`src/rtl/pad_resize_stream.sv`:
```
// pad_resize_stream: valid/ready width converter (zero/sign extend, unsigned/
// signed saturate) with a 2-entry output buffer holding converted beats.
// Optional lost-beat statistics counter: define PAD_RESIZE_STATS_EN.
module pad_resize_stream #(
  parameter int IN_WIDTH   = 8,
  parameter int OUT_WIDTH  = 8,
  parameter int STAT_WIDTH = 16
) (
  input  logic                  clock,
  input  logic                  resetn,
  input  logic                  in_valid,
  output logic                  in_ready,
  input  logic [IN_WIDTH-1:0]   in_data,
  input  logic [1:0]            in_mode,
  output logic                  out_valid,
  input  logic                  out_ready,
  output logic [OUT_WIDTH-1:0]  out_data,
  output logic                  out_lost
`ifdef PAD_RESIZE_STATS_EN
  ,
  input  logic                  stat_clear,
  output logic [STAT_WIDTH-1:0] stat_count
`endif
);

  typedef enum logic [1:0] {
    MODE_ZERO  = 2'd0,
    MODE_SIGN  = 2'd1,
    MODE_SAT_U = 2'd2,
    MODE_SAT_S = 2'd3
  } mode_t;

  mode_t                mode;
  logic [OUT_WIDTH-1:0] conv_data;
  logic                 conv_lost;

  assign mode = mode_t'(in_mode);

  if (OUT_WIDTH > IN_WIDTH) begin : g_widen
    localparam int EXT = OUT_WIDTH - IN_WIDTH;
    // Widening never loses information; signed modes replicate the MSB.
    always_comb begin
      conv_lost = 1'b0;
      if (mode == MODE_SIGN || mode == MODE_SAT_S)
        conv_data = {{EXT{in_data[IN_WIDTH-1]}}, in_data};
      else
        conv_data = {{EXT{1'b0}}, in_data};
    end
  end else if (OUT_WIDTH == IN_WIDTH) begin : g_equal
    // Equal widths pass straight through in every mode.
    always_comb begin
      conv_data = in_data;
      conv_lost = 1'b0;
      case (mode)
        MODE_ZERO, MODE_SIGN, MODE_SAT_U, MODE_SAT_S: begin
          conv_data = in_data;
          conv_lost = 1'b0;
        end
        default: ;
      endcase
    end
  end else begin : g_narrow
    localparam int DROP = IN_WIDTH - OUT_WIDTH;
    logic [DROP-1:0]      dropped;
    logic [DROP:0]        top;
    logic                 sign;
    logic [OUT_WIDTH-1:0] low;
    logic [OUT_WIDTH-1:0] sat_s_val;

    assign dropped = in_data[IN_WIDTH-1:OUT_WIDTH];
    assign top     = in_data[IN_WIDTH-1:OUT_WIDTH-1];
    assign sign    = in_data[IN_WIDTH-1];
    assign low     = in_data[OUT_WIDTH-1:0];

    // Signed clamp value: most negative when input negative, else most positive.
    always_comb begin
      sat_s_val                = {OUT_WIDTH{~sign}};
      sat_s_val[OUT_WIDTH-1]   = sign;
    end

    // Narrowing: truncate or clamp, flagging any numeric change.
    always_comb begin
      conv_data = low;
      conv_lost = 1'b0;
      case (mode)
        MODE_ZERO: conv_lost = |dropped;
        MODE_SIGN: conv_lost = (dropped != {DROP{in_data[OUT_WIDTH-1]}});
        MODE_SAT_U: begin
          if (|dropped) begin
            conv_data = '1;
            conv_lost = 1'b1;
          end
        end
        MODE_SAT_S: begin
          if (top != {(DROP+1){sign}}) begin
            conv_data = sat_s_val;
            conv_lost = 1'b1;
          end
        end
        default: ;
      endcase
    end
  end

  logic [OUT_WIDTH:0] mem [2];
  logic               wr_ptr;
  logic               rd_ptr;
  logic [1:0]         count;
  logic               push;
  logic               pop;

  assign in_ready  = resetn && (count != 2'd2);
  assign out_valid = (count != 2'd0);
  assign push      = in_valid && in_ready;
  assign pop       = out_valid && out_ready;
  assign {out_lost, out_data} = mem[rd_ptr];

  // Two-entry circular buffer of converted {lost, data} beats.
  always_ff @(posedge clock or negedge resetn) begin
    if (!resetn) begin
      mem[0] <= '0;
      mem[1] <= '0;
      wr_ptr <= 1'b0;
      rd_ptr <= 1'b0;
      count  <= '0;
    end else begin
      if (push) mem[wr_ptr] <= {conv_lost, conv_data};
      wr_ptr <= wr_ptr ^ push;
      rd_ptr <= rd_ptr ^ pop;
      count  <= count + 2'(push) - 2'(pop);
    end
  end

`ifdef PAD_RESIZE_STATS_EN
  // Saturating count of accepted beats that lost information; clear wins.
  always_ff @(posedge clock or negedge resetn) begin
    if (!resetn)
      stat_count <= '0;
    else if (stat_clear)
      stat_count <= '0;
    else if (push && conv_lost && !(&stat_count))
      stat_count <= stat_count + 1'b1;
  end
`endif

endmodule

```
`config.mk`:
```
export PLATFORM = sky130hd
export DESIGN_NAME = pad_resize_stream
export DESIGN_NICKNAME = d
export VERILOG_FILES = /design/src/rtl/pad_resize_stream.sv
export SDC_FILE = /design/constraint.sdc
export NUM_CORES = 1
export LEC_CHECK = 0
export ABC_AREA = 1
export ABC_CLOCK_PERIOD_IN_PS = 3000
export CORE_UTILIZATION = 40
export DETAILED_ROUTE_END_ITERATION = 8
export HOLD_SLACK_MARGIN = 0.1
export PLACE_DENSITY = 0.67
export SLEW_MARGIN = 10
export SYNTH_ARGS = -nofsm -noshare
export SYNTH_HDL_FRONTEND = slang
export SYNTH_SLANG_ARGS = --single-unit
```
`constraint.sdc`:
```
create_clock -name clock -period 3 [get_ports clock]
set_input_delay 0.6 -clock clock [delete_from_list [all_inputs] [get_ports clock]]
set_output_delay 0.6 -clock clock [all_outputs]
set_load 0.01 [all_outputs]
```
==> results.sh, run 1 <==
export IMPL_cts_hold_repair_buffers=0
export IMPL_powerDensity_nw_per_um2=944
export IMPL_final_design_instance_area_without_fill_sq_um=1200
export IMPL_timing_setup_critical_path_class="in -> out"
export IMPL_clock_path_buffers=2
export IMPL_cell_internal_pwr_uw=715
export IMPL_peakVddDrop_v=0.000433
export IMPL_via_count=792
export IMPL_rr_endpoint="mem[9]"
export IMPL_synth_seq_area_share=0.510
export IMPL_path_common_cell="sky130_fd_sc_hd__clkdlybuf4s50_1"
export IMPL_timing_fmax_ghz=0.416
export IMPL_synth_net_count=137
export IMPL_drt_iter0_drc=8
export IMPL_postSynthCellCount=119
export IMPL_die_h_microns=51.6
export IMPL_max_slew_margin_vs_limit=0.617
export IMPL_cts_resized=0
export IMPL_seqCellArea_sq_um=500
export IMPL_max_slew_violation_total_from_the_final_report=0
export IMPL_core_rowCount=17
export IMPL_report_final_hold_viol_count=0
export IMPL_hold_depth=2
export IMPL_syn_area_per_cell_sq_um=8.25
export IMPL_area_growth_pct=22.7
export IMPL_worstMarginPinSlew_ns=0.574
export IMPL_path_delay_family="buffers and inverters"
export IMPL_critical_path_max_fanout=2
export IMPL_antenna_violating_nets_post_route=0
export IMPL_groute_usage_overall=0.169
export IMPL_largest_net_degree_at_the_start_of_global_routing=21
export IMPL_die_width_microns=51.6
export IMPL_synth_seq_cells=20
export IMPL_final_fill_count=221
export IMPL_crit_path_time_final_ns=2.41
export IMPL_vias_in_the_first_global_route=787
export IMPL_tritoncts_num_sinks=20
export IMPL_n_antenna_cell=0
export IMPL_postCtsSetupRepairBufs=0
export IMPL_placement_io_buffers=21
export IMPL_route_detailed_drc=0
export IMPL_wirelength_microns=1840
export IMPL_vias_per_inst=4.74
export IMPL_timing_reg2reg_setup_slack_ns=1.49
export IMPL_worst_endpoint_required_ns=2.40
export IMPL_design_die_area_sq_um=2660
export IMPL_nNetsFinal=159
export IMPL_post_dp_hpwl_microns=1310
export IMPL_grt_setup_unrepaired="false"
export IMPL_worst_path_arrival_time_ns=1.81
export IMPL_ioPinCount=25
export IMPL_regToRegStartpoint="count[1]"
export IMPL_hold_crit_path_type="reg -> reg"
export IMPL_grt_antenna_before_repair=0
export IMPL_drt_pass1_iter_count=6
export IMPL_total_leakage_power_nw=0.597
export IMPL_worst_setup_skew_after_layout_ns=0.00382
export IMPL_worst_hold_path_endpoint="mem[12]"
export IMPL_num_cts_buffers=3
export IMPL_tritoncts_clock_tree="built"
export IMPL_worst_setup_path_start_kind="primary input"
export IMPL_finalSetupViolCount=0
export IMPL_globalRouteOverflowTotal=0
export IMPL_register_share_of_total_power=0.430
export IMPL_fin_total_pwr_mw=1.14
export IMPL_worst_path_largest_cell_delay_ns=0.53
export IMPL_dpl_instance_area_sq_um=1180
export IMPL_initial_utilization=0.436
export IMPL_fin_setup_tns_ns=0
export IMPL_area_of_combinational_cells_with_multiple_inputs_sq_um=328
export IMPL_sw_frac_of_total=0.371
export IMPL_cell_at_the_slowest_stage_of_the_critical_path="sky130_fd_sc_hd__clkdlybuf4s50_1"
export IMPL_hold_path_startpoint="mem[12]"
export IMPL_cap_viol_max_count=0
export IMPL_combinationalPowerShare=0.460
export IMPL_cp_capture_type="output pin"
export IMPL_post_synth_num_cell_types=12
export IMPL_timing_critical_path_cells="clkdlybuf4s50_1 -> o21ai_2 -> inv_1 -> clkdlybuf4s50_1"
export IMPL_post_drt_wl_per_cell_microns=11.0
export IMPL_h_tree_depth=1
export IMPL_syn_cell_area_sq_um=982
export IMPL_first_pass_grt_wire_length_microns=3250
export IMPL_yosys_warnings=0
export IMPL_status="finished clean"
export IMPL_layout_drive_gt1_share=0.0432
export IMPL_path_buf_inv=3
export IMPL_placeableCoreArea_sq_um=2250
export IMPL_clockRootBuffer="sky130_fd_sc_hd__clkbuf_4"
export IMPL_timing_reg2reg_worst_path_depth=5
export IMPL_p_switching_uw=422
export IMPL_clk_insertion_delay_late_ns=0.30
export IMPL_post_route_clock_period_utilization=0.802
export IMPL_post_route_hold_slack_ns=0.528
export IMPL_clock_pin_transition_on_the_worst_setup_and_hold_timing_paths_ns=0.10
export IMPL_power_clock_fraction=0.110
export IMPL_last_weighted_congestion_value_of_the_routability_driven_placer=0.680
==> worst reg2reg max path, cell delays in order (launching register included) <==
cell and delay (ns):
sky130_fd_sc_hd__dfrtp_1 0.39, sky130_fd_sc_hd__inv_1 0.10, sky130_fd_sc_hd__o21ai_2 0.07, sky130_fd_sc_hd__nor2_1 0.14
sky130_fd_sc_hd__ha_1 0.51, sky130_fd_sc_hd__o21ai_0 0.18
==> per-stage QoR <==
| step | util | std cells | worst slack [ns] |
|---|---|---|---|
| floorplan | - | 119 | 1.49 |
| global placement | 0.524 | 164 | 0.596 |
| detailed placement | 0.524 | 164 | 0.591 |
| CTS | 0.534 | 167 | 0.571 |
| global route | 0.534 | 167 | 0.444 |
| finish | 0.534 | 167 | 0.595 |
==> cells by family (layout without fill, tap and decap cells) <==
| logic type | count (synthesis) | in the layout | share of synthesized area |
|---|---|---|---|
| other | 1 | 1 | 0.00382 |
| AND/OR/NAND/NOR | 37 | 37 | 0.144 |
| AO/OA/AOI/OAI | 25 | 25 | 0.135 |
| flip-flops | 20 | 20 | 0.510 |
| buffers and inverters | 32 | 52 | 0.157 |
| adder cells (fa/ha/maj) | 4 | 4 | 0.0510 |
==> worst max-delay path by stage <==
stage,start,to,cells after the start,slack [ns]
after global routing,rd_ptr,out_data[3],3,0.44
after CTS,rd_ptr,out_data[3],3,0.57
after global placement,resetn,in_ready,4,0.60
final,resetn,in_ready,4,0.59
after detailed placement,resetn,in_ready,4,0.59
after floorplan,resetn,count[1],9,1.49
==> power groups by stage <==
stage	combinational [mW]	clock (mW)	sequential, mW
2_1_floorplan	0.350	0	0.451
3_3_place_gp	0.513	0	0.491
3_5_place_dp	0.531	0	0.498
4_1_cts	0.534	0.133	0.491
5_1_grt	0.598	0.142	0.509
6_report	0.523	0.125	0.489
==> final cells by class <==
| class | instances | share of cell area |
|---|---|---|
| clock buffers | 3 | 0.0187 |
| flip-flops and latches | 20 | 0.415 |
| inverters | 27 | 0.0841 |
| multi-input cells | 67 | 0.272 |
| repair buffers | 22 | 0.181 |
| well taps | 28 | 0.0291 |
==> flip-flops by register name, summed over array words and instances (netlist names) <==
name	flops
count	2
rd_ptr	1
wr_ptr	1
mem	16
==> synthesized netlist by cell type <==
cell,count,area [sq um]
sky130_fd_sc_hd__buf_4,1,7.51
sky130_fd_sc_hd__buf_6,4,45.0
sky130_fd_sc_hd__conb_1,1,3.75
sky130_fd_sc_hd__dfrtp_1,20,500
sky130_fd_sc_hd__ha_1,4,50.1
sky130_fd_sc_hd__inv_1,27,101
sky130_fd_sc_hd__nand2_1,34,128
sky130_fd_sc_hd__nand3_1,2,10.0
sky130_fd_sc_hd__nor2_1,1,3.75
sky130_fd_sc_hd__o21ai_0,20,100
sky130_fd_sc_hd__o21ai_1,3,15.0
sky130_fd_sc_hd__o21ai_2,2,17.5
==> cells in the final DEF (no fill, tap or decap), drive strengths merged <==
cell            n
nor2            1
nand2          34
clkdlybuf4s50  21
clkbuf          3
buf             1
o21ai          25
dfrtp          20
nand3           2
inv            27
conb            1
ha              4
==> metal layers <==
| layer | vias up | routed length [microns] | global-route usage | part of all wire |
|---|---|---|---|---|
| met1 | 374 | 841 | 0.194 | 0.46 |
| met2 | 20 | 901 | 0.297 | 0.49 |
| met5 | - | 0 | 0 | 0 |
| met4 | 0 | 34 | 0.0946 | 0.018 |
| li1 | 394 | - | - | - |
| met3 | 4 | 64 | 0.0263 | 0.035 |
(Power assumes the default switching activity.)
==> inputs of run 2 (changes only) <==
ABC_CLOCK_PERIOD_IN_PS = 2400   (was 3000)
clock period = 2.4 ns   (was 3 ns; I/O delays follow)
==> results.sh, run 2 (synthesis gave the netlist of run 1 again) <==
export IMPL_status="finished clean"
export IMPL_most_common_layout_cells="34 x sky130_fd_sc_hd__nand2_1, 27 x sky130_fd_sc_hd__inv_1, 21 x sky130_fd_sc_hd__clkdlybuf4s50_1"
export IMPL_vias_per_inst=4.55
export IMPL_tritoncts_num_sinks=20
export IMPL_layer_carrying_the_most_global_route_usage="met2"
export IMPL_crit_path_time_final_ns=2.18
export IMPL_largest_net_degree_at_the_start_of_global_routing=21
export IMPL_report_final_hold_viol_count=0
export IMPL_drt_pass1_iter_count=4
export IMPL_biggestRegsByFlops="mem (16), count (2)"
export IMPL_h_tree_depth=1
export IMPL_clk_insertion_delay_late_ns=0.30
export IMPL_placeableCoreArea_sq_um=2250
export IMPL_first_pass_grt_wire_length_microns=3240
export IMPL_post_route_hold_slack_ns=0.534
export IMPL_design_die_area_sq_um=2660
export IMPL_nNetsFinal=159
export IMPL_grt_met3_usage=0.0292
export IMPL_largest_reg_flops=16
export IMPL_ioPinCount=25
export IMPL_critical_path_max_fanout=2
export IMPL_final_fill_count=222
export IMPL_utilization=0.541
export IMPL_tritoncts_clock_tree="built"
export IMPL_num_cts_buffers=3
export IMPL_via_count=764
export IMPL_placement_io_buffers=21
export IMPL_setup_slack_ns=0.223
export IMPL_last_weighted_congestion_value_of_the_routability_driven_placer=0.702
export IMPL_layout_drive_gt1_share=0.0571
export IMPL_timing_critical_path_cells="clkdlybuf4s50_1 -> o21ai_2 -> inv_1 -> clkdlybuf4s50_1"
export IMPL_globalRouteOverflowTotal=0
export IMPL_peakVddDrop_v=0.000578
export IMPL_area_growth_pct=24.2
export IMPL_n_antenna_cell=0
export IMPL_powerDensity_nw_per_um2=1210
export IMPL_worst_setup_skew_after_layout_ns=0.00703
export IMPL_clockRootBuffer="sky130_fd_sc_hd__clkbuf_4"
export IMPL_vias_in_the_first_global_route=744
export IMPL_drt_iter0_drc=11
export IMPL_finalSetupViolCount=0
export IMPL_max_slew_violation_total_from_the_final_report=0
export IMPL_post_route_clock_period_utilization=0.907
export IMPL_preCtsSetupSlack_ns=0.218
export IMPL_final_instance_count_excl_fill=168
export IMPL_timing_reg2reg_worst_path_depth=5
export IMPL_die_width_microns=51.6
export IMPL_total_leakage_power_nw=0.603
export IMPL_placed_cells=164
export IMPL_worst_path_arrival_time_ns=1.70
export IMPL_grt_setup_unrepaired="false"
export IMPL_grt_antenna_before_repair=0
export IMPL_die_h_microns=51.6
export IMPL_clock_pin_transition_on_the_worst_setup_and_hold_timing_paths_ns=0.11
export IMPL_groute_usage_overall=0.167
export IMPL_antenna_violating_nets_post_route=0
export IMPL_post_dp_hpwl_microns=1330
export IMPL_core_rowCount=17
export IMPL_layout_cells_most_common="sky130_fd_sc_hd__nand2_1"
export IMPL_fin_setup_tns_ns=0
export IMPL_wirelength_microns=1820
export IMPL_clock_path_buffers=2
export IMPL_timing_setup_critical_path_class="in -> out"
export IMPL_top_register="mem"
export IMPL_path_common_cell="sky130_fd_sc_hd__clkdlybuf4s50_1"
export IMPL_cap_viol_max_count=0
export IMPL_cell_at_the_slowest_stage_of_the_critical_path="sky130_fd_sc_hd__clkdlybuf4s50_1"
export IMPL_gr_usage_met2=0.264
export IMPL_timing_fmax_ghz=0.459
export IMPL_initial_utilization=0.436
export IMPL_worst_path_largest_cell_delay_ns=0.53
export IMPL_hold_depth=2
export IMPL_grt_util_met1=0.221
export IMPL_worst_endpoint_required_ns=1.92
export IMPL_postCtsSetupRepairBufs=0
export IMPL_cp_capture_type="output pin"
export IMPL_hold_crit_path_type="reg -> reg"
export IMPL_post_drt_wl_per_cell_microns=10.9
export IMPL_route_detailed_drc=0
export IMPL_worst_setup_path_start_kind="primary input"
## run 2: final cells by class
type                       count  area, sq um  area share
timing repair buffer          22          218       0.178
clock buffer                   4         36.3      0.0297
tap                           28         35.0      0.0287
inverter                      27          101      0.0831
sequential                    20          502       0.411
multi-input combinational     67          328       0.269
## run 2: metal layers
layer,part of all wire,up-vias
li1,-,397
met1,0.49,349
met2,0.45,16
met3,0.048,2
met4,0.0077,0
met5,0,-
## run 2: path summary, 6_finish.rpt
check / from / end / slack (ns)
min in group asynchronous: resetn / mem[2] / 0.62
max reg2reg: count[1] / mem[11] / 0.87
max: resetn / in_ready / 0.22
max in group asynchronous: resetn / rd_ptr / 1.55
min reg2reg: mem[12] / mem[12] / 0.53
min: mem[12] / mem[12] / 0.53
## run 2: report_power, final
group | switching [mW] | total [mW] | internal, mW
Clock | 0.101 | 0.193 | 0.0924
Combinational | 0.324 | 0.658 | 0.334
Sequential | 0.117 | 0.621 | 0.503
## run 2: timing repair
item	4_1_cts	5_1_grt
resized for setup	0	1
hold endpoints to repair	0	0
hold buffers	0	0
endpoints found under the setup margin	0	2
## run 2: critical path: cells and delay by family
family / cells / cell delay (ns)
buffers and inverters: 3 / 1.14
AOI/OAI and AO/OA: 1 / 0.08
## run 2: per-stage QoR
stage                     total power, mW  area [sq um]
after floorplan                      1.00           982
after global placement               1.25          1180
after detailed placement             1.29          1180
after CTS                            1.49          1220
after global routing                 1.61          1220
final                                1.47          1220
==> inputs of run 3 (changes only) <==
SLEW_MARGIN = default   (was 10)
==> results of run 3 <==
Same layout as run 2: the final DEF is identical, and so are final timing and power.
